===== src/rtl/sim_console_ctrl_pkg.sv =====
// Shared definitions for the debug console: register offsets, STATUS bit layout and FSM states.
// STATUS packs the flags into the low byte (empty at bit 0) and the FIFO level from bit 8 upward.
package sim_console_ctrl_pkg;

  typedef enum logic [1:0] {
    ST_RUN    = 2'd0,
    ST_DRAIN  = 2'd1,
    ST_HALTED = 2'd2
  } state_e;

  localparam logic [2:0] OFF_STATUS = 3'd0;
  localparam logic [2:0] OFF_CYCLES = 3'd1;
  localparam logic [2:0] OFF_INSTRS = 3'd2;
  localparam logic [2:0] OFF_STDOUT = 3'd6;
  localparam logic [2:0] OFF_HALT   = 3'd7;

  localparam int STAT_EMPTY    = 0;
  localparam int STAT_FULL     = 1;
  localparam int STAT_DRAINING = 2;
  localparam int STAT_HALTED   = 3;
  localparam int STAT_OVERFLOW = 4;
  localparam int STAT_LEVEL    = 8;

endpackage


===== src/rtl/sim_console_ctrl_if.sv =====
// CPU data-bus slice, STDOUT stream and halt outputs of the debug console.
// master = CPU/stream-sink side, slave = the console itself.
interface sim_console_ctrl_if #(
  parameter int ADDR_W = 24,
  parameter int DATA_W = 32
);
  logic [ADDR_W-1:0] i_addr;
  logic [DATA_W-1:0] i_wdata;
  logic              i_wr;
  logic              i_rd;
  logic              o_sel;
  logic              o_stall;
  logic [DATA_W-1:0] o_rdata;
  logic [DATA_W-1:0] o_tx_data;
  logic              o_tx_valid;
  logic              i_tx_ready;
  logic              o_halt;
  logic [DATA_W-1:0] o_halt_code;

  modport master (
    output i_addr, i_wdata, i_wr, i_rd, i_tx_ready,
    input  o_sel, o_stall, o_rdata, o_tx_data, o_tx_valid, o_halt, o_halt_code
  );

  modport slave (
    input  i_addr, i_wdata, i_wr, i_rd, i_tx_ready,
    output o_sel, o_stall, o_rdata, o_tx_data, o_tx_valid, o_halt, o_halt_code
  );

endinterface


===== src/rtl/sim_console_fifo.sv =====
// Synchronous FIFO, DATA_W x DEPTH (power of two), show-ahead head word.
// Callers only push when not full (or popping) and only pop when not empty.
module sim_console_fifo #(
  parameter int DATA_W = 32,
  parameter int DEPTH  = 16
) (
  input  logic                   i_clk,
  input  logic                   i_rst,
  input  logic                   i_push,
  input  logic                   i_pop,
  input  logic [DATA_W-1:0]      i_wdata,
  output logic [DATA_W-1:0]      o_rdata,
  output logic                   o_full,
  output logic                   o_empty,
  output logic [$clog2(DEPTH):0] o_level
);

  localparam int PTR_W = $clog2(DEPTH);

  logic [DATA_W-1:0] mem_q [DEPTH];
  logic [PTR_W-1:0]  wr_ptr_q, wr_ptr_d;
  logic [PTR_W-1:0]  rd_ptr_q, rd_ptr_d;
  logic [PTR_W:0]    level_q, level_d;

  always_comb begin
    wr_ptr_d = wr_ptr_q;
    rd_ptr_d = rd_ptr_q;
    level_d  = level_q;
    if (i_push) wr_ptr_d = wr_ptr_q + PTR_W'(1);
    if (i_pop)  rd_ptr_d = rd_ptr_q + PTR_W'(1);
    case ({i_push, i_pop})
      2'b10:   level_d = level_q + (PTR_W+1)'(1);
      2'b01:   level_d = level_q - (PTR_W+1)'(1);
      default: level_d = level_q;
    endcase
  end

  always_ff @(posedge i_clk) begin
    if (i_rst) begin
      wr_ptr_q <= '0;
      rd_ptr_q <= '0;
      level_q  <= '0;
    end else begin
      wr_ptr_q <= wr_ptr_d;
      rd_ptr_q <= rd_ptr_d;
      level_q  <= level_d;
    end
  end

  // NOTE: storage is deliberately not reset; a slot is only read after it was written.
  always_ff @(posedge i_clk) begin
    if (i_push) mem_q[wr_ptr_q] <= i_wdata;
  end

  assign o_rdata = mem_q[rd_ptr_q];
  assign o_full  = (level_q == (PTR_W+1)'(DEPTH));
  assign o_empty = (level_q == '0);
  assign o_level = level_q;

endmodule


===== src/rtl/sim_console_ctrl.sv =====
// Memory-mapped debug console: STDOUT FIFO drained over valid/ready, HALT with drain-before-halt.
// Optional perf counters (CYCLES/INSTRS) are built only when SIM_CONSOLE_PERF_EN is defined.
module sim_console_ctrl
  import sim_console_ctrl_pkg::*;
#(
  parameter int              ADDR_W     = 24,
  parameter int              DATA_W     = 32,
  parameter logic [ADDR_W-1:0] BASE_ADDR  = 24'hFFFFF8,
  parameter int              FIFO_DEPTH = 16,
  parameter int              FULL_MODE  = 0
) (
  input  logic              i_clk,
  input  logic              i_rst,
  input  logic              i_clk_en,
  input  logic              i_instr_valid,
  sim_console_ctrl_if.slave bus
);

  localparam int LVL_W        = $clog2(FIFO_DEPTH) + 1;
  localparam bit DROP_ON_FULL = (FULL_MODE != 0);

  state_e            state_q, state_d;
  logic [2:0]        offset;
  logic              sel, stdout_wr, halt_wr, in_run, draining, halted;
  logic              fifo_full, fifo_empty, fifo_push, fifo_pop, space;
  logic [LVL_W-1:0]  fifo_level;
  logic [DATA_W-1:0] fifo_head;
  logic              overflow_q, overflow_d;
  logic [DATA_W-1:0] halt_code_q, halt_code_d;
  logic [DATA_W-1:0] rdata_q, rdata_d;
  logic [DATA_W-1:0] status_word;

  // Address decode and write qualification
  assign offset    = bus.i_addr[2:0];
  assign sel       = (bus.i_addr[ADDR_W-1:3] == BASE_ADDR[ADDR_W-1:3]);
  assign stdout_wr = sel & bus.i_wr & (offset == OFF_STDOUT);
  assign halt_wr   = sel & bus.i_wr & (offset == OFF_HALT);
  assign in_run    = (state_q == ST_RUN);

  // A pop in the same cycle frees a slot for a write to a full FIFO.
  assign fifo_pop  = i_clk_en & ~fifo_empty & bus.i_tx_ready;
  assign space     = ~fifo_full | fifo_pop;
  assign fifo_push = i_clk_en & in_run & stdout_wr & space;

  assign bus.o_stall = ~DROP_ON_FULL & in_run & stdout_wr & ~space;
  assign overflow_d  = overflow_q | (DROP_ON_FULL & i_clk_en & in_run & stdout_wr & ~space);
  assign halt_code_d = (i_clk_en & in_run & halt_wr) ? bus.i_wdata : halt_code_q;

  sim_console_fifo #(
    .DATA_W (DATA_W),
    .DEPTH  (FIFO_DEPTH)
  ) u_fifo (
    .i_clk   (i_clk),
    .i_rst   (i_rst),
    .i_push  (fifo_push),
    .i_pop   (fifo_pop),
    .i_wdata (bus.i_wdata),
    .o_rdata (fifo_head),
    .o_full  (fifo_full),
    .o_empty (fifo_empty),
    .o_level (fifo_level)
  );

  // FSM: state register
  always_ff @(posedge i_clk) begin
    if (i_rst) state_q <= ST_RUN;
    else       state_q <= state_d;
  end

  // FSM: next state
  always_comb begin
    state_d = state_q;
    if (i_clk_en) begin
      case (state_q)
        ST_RUN:    if (halt_wr)    state_d = ST_DRAIN;
        ST_DRAIN:  if (fifo_empty) state_d = ST_HALTED;
        ST_HALTED: state_d = ST_HALTED;
        default:   state_d = ST_RUN;
      endcase
    end
  end

  // FSM: outputs
  always_comb begin
    draining = (state_q == ST_DRAIN);
    halted   = (state_q == ST_HALTED);
  end

`ifdef SIM_CONSOLE_PERF_EN
  logic [31:0] cycles_q, cycles_d;
  logic [31:0] instrs_q, instrs_d;

  // Counters freeze as soon as the HALT write leaves RUN.
  always_comb begin
    cycles_d = cycles_q;
    instrs_d = instrs_q;
    if (i_clk_en && in_run) begin
      cycles_d = cycles_q + 32'd1;
      if (i_instr_valid) instrs_d = instrs_q + 32'd1;
    end
  end

  always_ff @(posedge i_clk) begin
    if (i_rst) begin
      cycles_q <= '0;
      instrs_q <= '0;
    end else begin
      cycles_q <= cycles_d;
      instrs_q <= instrs_d;
    end
  end
`else
  logic perf_unused;
  assign perf_unused = i_instr_valid;
`endif

  always_comb begin
    status_word                          = '0;
    status_word[STAT_EMPTY]              = fifo_empty;
    status_word[STAT_FULL]               = fifo_full;
    status_word[STAT_DRAINING]           = draining;
    status_word[STAT_HALTED]             = halted;
    status_word[STAT_OVERFLOW]           = overflow_q;
    status_word[STAT_LEVEL +: LVL_W]     = fifo_level;
  end

  // Read data is captured one enabled cycle after the strobe and held otherwise.
  always_comb begin
    rdata_d = rdata_q;
    if (i_clk_en && bus.i_rd && sel) begin
      case (offset)
        OFF_STATUS: rdata_d = status_word;
`ifdef SIM_CONSOLE_PERF_EN
        OFF_CYCLES: rdata_d = DATA_W'(cycles_q);
        OFF_INSTRS: rdata_d = DATA_W'(instrs_q);
`endif
        default:    rdata_d = '0;
      endcase
    end
  end

  // NOTE: sequential state uses non-blocking assignments so every register sees pre-edge values.
  always_ff @(posedge i_clk) begin
    if (i_rst) begin
      rdata_q     <= '0;
      overflow_q  <= 1'b0;
      halt_code_q <= '0;
    end else begin
      rdata_q     <= rdata_d;
      overflow_q  <= overflow_d;
      halt_code_q <= halt_code_d;
    end
  end

  assign bus.o_sel       = sel;
  assign bus.o_rdata     = rdata_q;
  assign bus.o_tx_data   = fifo_head;
  assign bus.o_tx_valid  = ~fifo_empty;
  assign bus.o_halt      = halted;
  assign bus.o_halt_code = halt_code_q;

endmodule

===== src/flat_wrapper.sv =====
// flat-port wrapper written by rule: the top's interface ports become plain ports
module sim_console_ctrl_flat import sim_console_ctrl_pkg::*;
#(
  parameter int              ADDR_W     = 24,
  parameter int              DATA_W     = 32,
  parameter logic [ADDR_W-1:0] BASE_ADDR  = 24'hFFFFF8,
  parameter int              FIFO_DEPTH = 16,
  parameter int              FULL_MODE  = 0
)
  (i_clk, i_rst, i_clk_en, i_instr_valid, bus_i_addr, bus_i_wdata, bus_i_wr, bus_i_rd, bus_i_tx_ready, bus_o_sel, bus_o_stall, bus_o_rdata, bus_o_tx_data, bus_o_tx_valid, bus_o_halt, bus_o_halt_code);
  sim_console_ctrl_if #(.ADDR_W(ADDR_W), .DATA_W(DATA_W)) bus_i ();
  input  logic i_clk;
  input  logic i_rst;
  input  logic i_clk_en;
  input  logic i_instr_valid;
  input wire logic [$bits(bus_i.i_addr)-1:0] bus_i_addr;
  input wire logic [$bits(bus_i.i_wdata)-1:0] bus_i_wdata;
  input wire logic [$bits(bus_i.i_wr)-1:0] bus_i_wr;
  input wire logic [$bits(bus_i.i_rd)-1:0] bus_i_rd;
  input wire logic [$bits(bus_i.i_tx_ready)-1:0] bus_i_tx_ready;
  output wire logic [$bits(bus_i.o_sel)-1:0] bus_o_sel;
  output wire logic [$bits(bus_i.o_stall)-1:0] bus_o_stall;
  output wire logic [$bits(bus_i.o_rdata)-1:0] bus_o_rdata;
  output wire logic [$bits(bus_i.o_tx_data)-1:0] bus_o_tx_data;
  output wire logic [$bits(bus_i.o_tx_valid)-1:0] bus_o_tx_valid;
  output wire logic [$bits(bus_i.o_halt)-1:0] bus_o_halt;
  output wire logic [$bits(bus_i.o_halt_code)-1:0] bus_o_halt_code;
  assign bus_i.i_addr = bus_i_addr;
  assign bus_i.i_wdata = bus_i_wdata;
  assign bus_i.i_wr = bus_i_wr;
  assign bus_i.i_rd = bus_i_rd;
  assign bus_i.i_tx_ready = bus_i_tx_ready;
  assign bus_o_sel = bus_i.o_sel;
  assign bus_o_stall = bus_i.o_stall;
  assign bus_o_rdata = bus_i.o_rdata;
  assign bus_o_tx_data = bus_i.o_tx_data;
  assign bus_o_tx_valid = bus_i.o_tx_valid;
  assign bus_o_halt = bus_i.o_halt;
  assign bus_o_halt_code = bus_i.o_halt_code;
  sim_console_ctrl #(.ADDR_W(ADDR_W), .DATA_W(DATA_W), .BASE_ADDR(BASE_ADDR), .FIFO_DEPTH(FIFO_DEPTH), .FULL_MODE(FULL_MODE)) u_core (.i_clk(i_clk), .i_rst(i_rst), .i_clk_en(i_clk_en), .i_instr_valid(i_instr_valid), .bus(bus_i));
endmodule

===== config.mk =====
export PLATFORM = sky130hd
export DESIGN_NAME = sim_console_ctrl_flat
export DESIGN_NICKNAME = d
export VERILOG_FILES = /design/src/rtl/sim_console_ctrl_pkg.sv /design/src/rtl/sim_console_ctrl_if.sv /design/src/rtl/sim_console_fifo.sv /design/src/rtl/sim_console_ctrl.sv /design/src/flat_wrapper.sv
export SDC_FILE = /design/constraint.sdc
export NUM_CORES = 1
export LEC_CHECK = 0
export ABC_AREA = 1
export BUFFER_PORTS_ARGS = -buffer_cell sky130_fd_sc_hd__clkbuf_2
export CAP_MARGIN = 5
export CORE_MARGIN = 8
export CORE_UTILIZATION = 65
export DETAILED_ROUTE_END_ITERATION = 6
export PLACE_DENSITY = 0.95
export RECOVER_POWER = 50
export SYNTH_ARGS = -nofsm -noshare
export SYNTH_HDL_FRONTEND = slang
export SYNTH_HIERARCHICAL = 1
export SYNTH_SLANG_ARGS = --single-unit
export TNS_END_PERCENT = 50

===== constraint.sdc =====
create_clock -name i_clk -period 7.9 [get_ports i_clk]
set_input_delay 1.58 -clock i_clk [delete_from_list [all_inputs] [get_ports i_clk]]
set_output_delay 1.58 -clock i_clk [all_outputs]
set_load 0.02 [all_outputs]

==> reports/summary.txt, run 1 <==
Outcome: finished, violations left
Failing checks: DRC, capacitance limit, slew limit
Crit path capture: bus_o_tx_data[28]
CTS Buf Count: 55
Drt total wl: 59010 um
Die Wd: 208.8 um
Compound-Gate Fraction of Synth Area: 0.1018
Pin count of the biggest net entering global routing: 295
Via density: 6.110
Final worst path period share: 0.6310
Static leakage: 9.625 nW
Nets: 2279
Slew headroom: -1.190
Top Ports: 163
Setup CP Type: flip-flop to output pin
Final hold slack: 455.1 ps
HP Class: flip-flop to flip-flop
CTS resizes: 0
Fmax: 0.2006 GHz
Reg-to-reg slack, setup: 3920 ps
Area share of the largest cell type after synthesis: 0.6365
Synth Area per Inst: 11.48 um^2
First-pass GRT wire length: 89950 um
FF/Latch Area: 16590 um^2
Fill cell count: 2142
Largest cells by area after synthesis: edfxtp_1 (64%), inv_1 (5.3%), dfxtp_1 (5.0%), nand3_1 (4.9%), o211ai_1 (4.0%)
Vias in the first global route: 16761
Initial antenna violation count: 0
Avg WL per Cell: 21.76 um
CP startpoint kind: flip-flop
Arrival time worst endpoint: 3400 ps
Max-slew violations: 71
Buffers on Ports: 138
Antenna Nets Post-Route: 0
Largest stage delay, worst path: 780 ps
Overall Global Routing Usage: 0.2607
Pwr dens: 250.7 nW/um^2
GR Overflow Total: 0
Cell family with the largest share of critical-path delay: buffers and inverters
Post-CTS Setup Repair Bufs: 0
Crit path top cell by count: nand3_1
Endpoints failing setup: 0
Crit path max fanout: 294
DP HPWL: 30770 um
Floorplan core area: 36610 um^2
Buffers & Inverters on Critical Path: 2
Reg2reg end: u_core/u_fifo/mem_q[1][28]
Buffer depth of the longest clock path: 3
Clock skew: 24.67 ps
Max-Cap Viols: 2
Adder-Cell Fraction of Synth Area: 0.006733
Worst R2R Path Depth: 8
Initial Utilization: 0.6598
Initial DRC count: 2405
Synth Area in XOR/XNOR: 0.001088
Synth Area in Simple Gates: 0.1084
Final Hold Viols: 0
Tot Pwr: 6.654 mW
Yosys Warn Count: 6
Remaining DRCs: 5
Max IR drop VDD: 0.0001928 V
Clock root buffer: clkbuf_16
CP Data Required Time: 6320 ps
Hold-fix buffer count after cts: 0
Die area: 43590 um^2
Critical path depth in cells: 6
Cell count after synthesis: 2104
1st-pass router iterations: 7
Area of the multi-input gates: 5463 um^2
Worst R2R Start: u_core/u_fifo/o_level[0]
CTS sink count: 572
Sequential share of the synthesized area: 0.6862
Layout area overhead: 9.851%
GP Congestion: 0.7489
Htree depth: 2
Routed vias: 16570
RSZ-0062 raised after global routing: false
Worst Tran Pin Value: 3273 ps
Post-Syn Area: 24160 um^2
Die Ht: 208.8 um
Core Rows: 70
Final Critical Period: 4985 ps
Yosys reg bits: 572
Layout cells sized above 1: 0.08467
Setup TNS: 0 ps
Mux cell area share after synthesis: 0
CP max stage cell: dfxtp_4
Clk slew on worst S/H paths: 70 ps
Worst-Skew Late Latency: 580 ps
Area leader, netlist: edfxtp_1
# diodes: 0
CP Capture Type: output pin
CP cell instances: buf_12, o21ai_0, nand3_1, nand3_1, nand2_1, clkbuf_2
TritonCTS clock tree: yes
Largest family of logic cells by synthesized area: simple AND/OR/NAND/NOR gates
Netlist cell types: 34
[synth_stat cells]
| cell type | n |
|---|---|
| buf_6 | 43 |
| nor2_4 | 1 |
| inv_1 | 340 |
| o21ai_1 | 79 |
| a21oi_1 | 149 |
| o211ai_1 | 128 |
| nor3_1 | 2 |
| xnor2_1 | 1 |
| o21ai_0 | 65 |
| nand3_1 | 235 |
| ha_1 | 13 |
| clkbuf_1 | 26 |
| buf_2 | 23 |
| nand4_2 | 2 |
| nor2_1 | 117 |
| dfxtp_1 | 60 |
| a21boi_0 | 1 |
| nor4_1 | 1 |
| buf_4 | 29 |
| o21bai_1 | 1 |
| nand4_1 | 3 |
| xor2_1 | 2 |
| o21a_1 | 1 |
| nor2_2 | 2 |
| clkbuf_2 | 9 |
| nand2_1 | 243 |
| inv_2 | 1 |
| conb_1 | 1 |
| buf_1 | 10 |
| edfxtp_1 | 512 |
| buf_8 | 1 |
| bufbuf_8 | 1 |
| nand3b_1 | 1 |
| a21oi_2 | 1 |
[worst register-to-register path: stages, from the launching register on]
cell	delay, ps
dfxtp_1	440
nor2_1	100
nand3_1	100
nor2_1	70
nor2_1	510
nor2_1	130
nor3_1	620
nand2_1	470
nor2_4	1120
[cell families (layout without fill, tap and decap cells)]
| logic type | count (synthesis) | count (layout) |
|---|---|---|
| other cells | 1 | 23 |
| flops | 572 | 572 |
| fa+ha+maj | 13 | 13 |
| buf+inv | 483 | 601 |
| xor+xnor | 3 | 3 |
| simple gates | 607 | 607 |
| compound gates | 425 | 425 |
[cells in the final DEF (no fill, tap or decap), types with 56 or more instances in the layout]
cell,synthesis,layout
edfxtp_1,512,512
inv_1,340,340
nand2_1,243,243
nand3_1,235,235
a21oi_1,149,149
o211ai_1,128,128
nor2_1,117,103
clkbuf_1,26,84
o21ai_1,79,78
o21ai_0,65,66
clkbuf_2,9,62
clkbuf_16,0,57
dfxtp_1,60,56
[registers in the layout (all words and copies together), names as in the netlist, named ones only]
signal	count
u_core/u_fifo/mem_q	512
u_core/state_q	2
u_core/bus.o_rdata	9
u_core/u_fifo/rd_ptr_q	4
u_core/u_fifo/o_level	5
u_core/u_fifo/wr_ptr_q	4
u_core/bus.o_halt_code	32
[routing by layer]
| layer | track usage | share of wire |
|---|---|---|
| met1 | 0.3202 | 0.36 |
| met2 | 0.4473 | 0.49 |
| met3 | 0.05238 | 0.11 |
| met4 | 0.1106 | 0.039 |
| met5 | 0 | 0 |
[power by group]
group,switching [mW],internal (mW)
Combinational,0.489,0.189
Clock,1.10,1.55
Sequential,0.0323,3.30
[stage by stage]
stage / setup WS, ps / util / instance area, um^2 / cells
floorplan: 2893 / - / 24240 / 2126
global placement: 3116 / 0.6780 / 24820 / 2614
detailed placement: 2953 / 0.6780 / 24820 / 2614
CTS: 3084 / 0.7278 / 26650 / 2712
global route: 2864 / 0.7248 / 26540 / 2712
finish: 2915 / 0.7248 / 26540 / 2712
[worst min-delay path by stage]
stage | start | endpoint | cells after the start
floorplan | u_core/u_fifo/rd_ptr_q[2] | flip-flop | 2
global placement | u_core/bus.o_rdata[12] | u_core/bus.o_rdata[12] | 2
detailed placement | u_core/bus.o_rdata[2] | u_core/bus.o_rdata[2] | 2
CTS | u_core/bus.o_rdata[2] | u_core/bus.o_rdata[2] | 2
global route | u_core/bus.o_rdata[3] | u_core/bus.o_rdata[3] | 2
finish | u_core/bus.o_rdata[2] | u_core/bus.o_rdata[2] | 2
[layout make-up]
class / instances / area share
clock buffers: 68 / 0.05682
clock inverters: 30 / 0.01198
inverters: 341 / 0.04823
multi-input cells: 1071 / 0.2059
flip-flops and latches: 572 / 0.6250
well taps: 468 / 0.02207
repair buffers: 162 / 0.03003
(Power assumes the default switching activity.)
==> inputs of run 2 (changes only) <==
--- a/config.mk
+++ b/config.mk
@@ -9,9 +9,9 @@
 export BUFFER_PORTS_ARGS = -buffer_cell sky130_fd_sc_hd__clkbuf_2
 export CAP_MARGIN = 5
 export CORE_MARGIN = 8
-export CORE_UTILIZATION = 65
+export CORE_UTILIZATION = 55
 export DETAILED_ROUTE_END_ITERATION = 6
-export PLACE_DENSITY = 0.95
+export PLACE_DENSITY = 0.86
 export RECOVER_POWER = 50
 export SYNTH_ARGS = -nofsm -noshare
 export SYNTH_HDL_FRONTEND = slang
==> constraint.sdc (replaced) <==
create_clock -name i_clk -period 4.2 [get_ports i_clk]
set_input_delay 0.84 -clock i_clk [delete_from_list [all_inputs] [get_ports i_clk]]
set_output_delay 0.84 -clock i_clk [all_outputs]
set_load 0.02 [all_outputs]
==> run 2 against run 1 <==
  * The run ends with capacitance limit, slew limit left
  * Global-route usage down 3.4 points
  * Critical path depth up 1
  * Wire length down 0.90%
  * Combinational power grew 92%
  * Sequential power up 88%
  * Register-to-register slack worse by 3100 ps
  * Cell count increased by 5.2%
  * Via count fell by 1.6%
  * Design area up 2.0%
  * Critical endpoint is now bus_o_tx_data[17]
==> reports/summary.txt, run 2 (synthesized netlist as in run 1, its figures left out) <==
Endpoints failing setup: 0
GR Overflow Total: 0
Outcome: finished, violations left
Clk slew on worst S/H paths: 60 ps
Max IR drop VDD: 0.0004429 V
Post-CTS Setup Repair Bufs: 0
TritonCTS clock tree: yes
Placed inst area: 25330 um^2
Reg with most FFs: u_core/u_fifo/mem_q
CTS Buf Count: 56
Final Hold Viols: 0
Buffer depth of the longest clock path: 3
Max-Cap Viols: 1
Worst Tran Pin Value: 2074 ps
Routed vias: 16304
Layout cells sized above 1: 0.09175
Max-slew violations: 33
# diodes: 0
CTS sink count: 572
Setup CP Type: flip-flop to output pin
Design area: 27080 um^2
Arrival time worst endpoint: 2680 ps
CP startpoint kind: flip-flop
Vias in the first global route: 16291
Nets: 2297
CP Capture Type: output pin
Area of the multi-input gates: 5459 um^2
Worst-Skew Late Latency: 610 ps
Slew headroom: -0.3844
Die Wd: 225.6 um
Core Rows: 76
GP Congestion: 0.7836
Crit path max fanout: 58
Antenna Nets Post-Route: 0
DP HPWL: 33860 um
Die area: 50880 um^2
Clock skew: 19.60 ps
Overall Global Routing Usage: 0.2263
Most common cell after layout, fill and taps aside: edfxtp_1
Buffers on Ports: 138
Floorplan core area: 43170 um^2
Crit path top cell by count: nand3_1
Pin count of the biggest net entering global routing: 115
Largest stage delay, worst path: 810 ps
Fmax: 0.2841 GHz
Die Ht: 225.6 um
HP Class: flip-flop to flip-flop
Drt total wl: 58480 um
Avg WL per Cell: 20.51 um
CP max stage cell: dfxtp_4
Final non-filler cell total: 2852
CTS resizes: 0
1st-pass router iterations: 5
Most frequent cells in the layout: edfxtp_1 (512), inv_1 (339), nand2_1 (243), nand3_1 (235), a21oi_1 (149)
Htree depth: 2
CP Data Required Time: 3360 ps
First-pass GRT wire length: 89500 um
Fill cell count: 3162
Buffers & Inverters on Critical Path: 2
Post-placement cell count: 2748
Max FFs per register: 512
Cell family with the largest share of critical-path delay: flip-flops
Pwr dens: 467.1 nW/um^2
Initial DRC count: 1947
Layout area overhead: 12.10%
Final Critical Period: 3520 ps
Via density: 5.717
Hold-fix buffer count after cts: 0
RSZ-0062 raised after global routing: false
Initial antenna violation count: 0
CP cell instances: buf_4, a21oi_1, o21ai_1, nand3_1, nand3_1, nand2_1, clkbuf_2
Static leakage: 9.791 nW
Failing checks: capacitance limit, slew limit
Initial Utilization: 0.5596
Final worst path period share: 0.8380
Remaining DRCs: 0
FF/Latch Area: 16590 um^2
Clock root buffer: clkbuf_16
Top Ports: 163
## run 2: cell type report
| type | instances | share of cell area |
|---|---|---|
| inverters | 341 | 0.04727 |
| multi-input cells | 1071 | 0.2016 |
| well taps | 585 | 0.02703 |
| repair buffers | 179 | 0.04288 |
| clock buffers | 74 | 0.05688 |
| clock inverters | 30 | 0.01187 |
| flip-flops and latches | 572 | 0.6125 |
## run 2: routing by layer
metal	wire, um	track usage	vias to the layer above
met4	2109	0.09832	0
met5	0	0	-
met1	22190	0.2836	7886
met2	28670	0.3781	829
li1	-	-	7450
met3	5508	0.04800	139
## run 2: worst min-delay path, stage by stage (launching register included)
cell and delay (ps):
dfxtp_1 310, inv_1 50, a21oi_1 50
## run 2: per-stage QoR
step	total power [mW]	TNS, ps	setup slack (ps)	hold slack, ps	util
2_1_floorplan	7.434	-16830	-66.88	449.9	-
3_3_place_gp	7.587	0	879.8	435.3	0.5868
3_5_place_dp	7.663	0	793.2	444.9	0.5868
4_1_cts	12.72	0	637.6	458.8	0.6299
5_1_grt	13.06	0	560.8	485.6	0.6273
6_report	12.65	0	680.3	455.6	0.6273
## run 2: final timing paths
path | startpoint | endpoint | slack (ps) | cells after the start
hold / removal | u_core/bus.o_rdata[2] | u_core/bus.o_rdata[2] | 460 | 2
hold reg to reg | u_core/bus.o_rdata[2] | u_core/bus.o_rdata[2] | 460 | 2
setup / recovery | flip-flop | bus_o_tx_data[17] | 680 | 7
setup reg to reg | u_core/u_fifo/o_level[0] | u_core/u_fifo/mem_q[15][9] | 860 | 11
## run 2: power breakdown
| group | total, mW | switching [mW] | internal (mW) |
|---|---|---|---|
| Clock | 5.08 | 2.08 | 3.00 |
| Sequential | 6.27 | 0.0573 | 6.21 |
| Combinational | 1.30 | 0.921 | 0.379 |
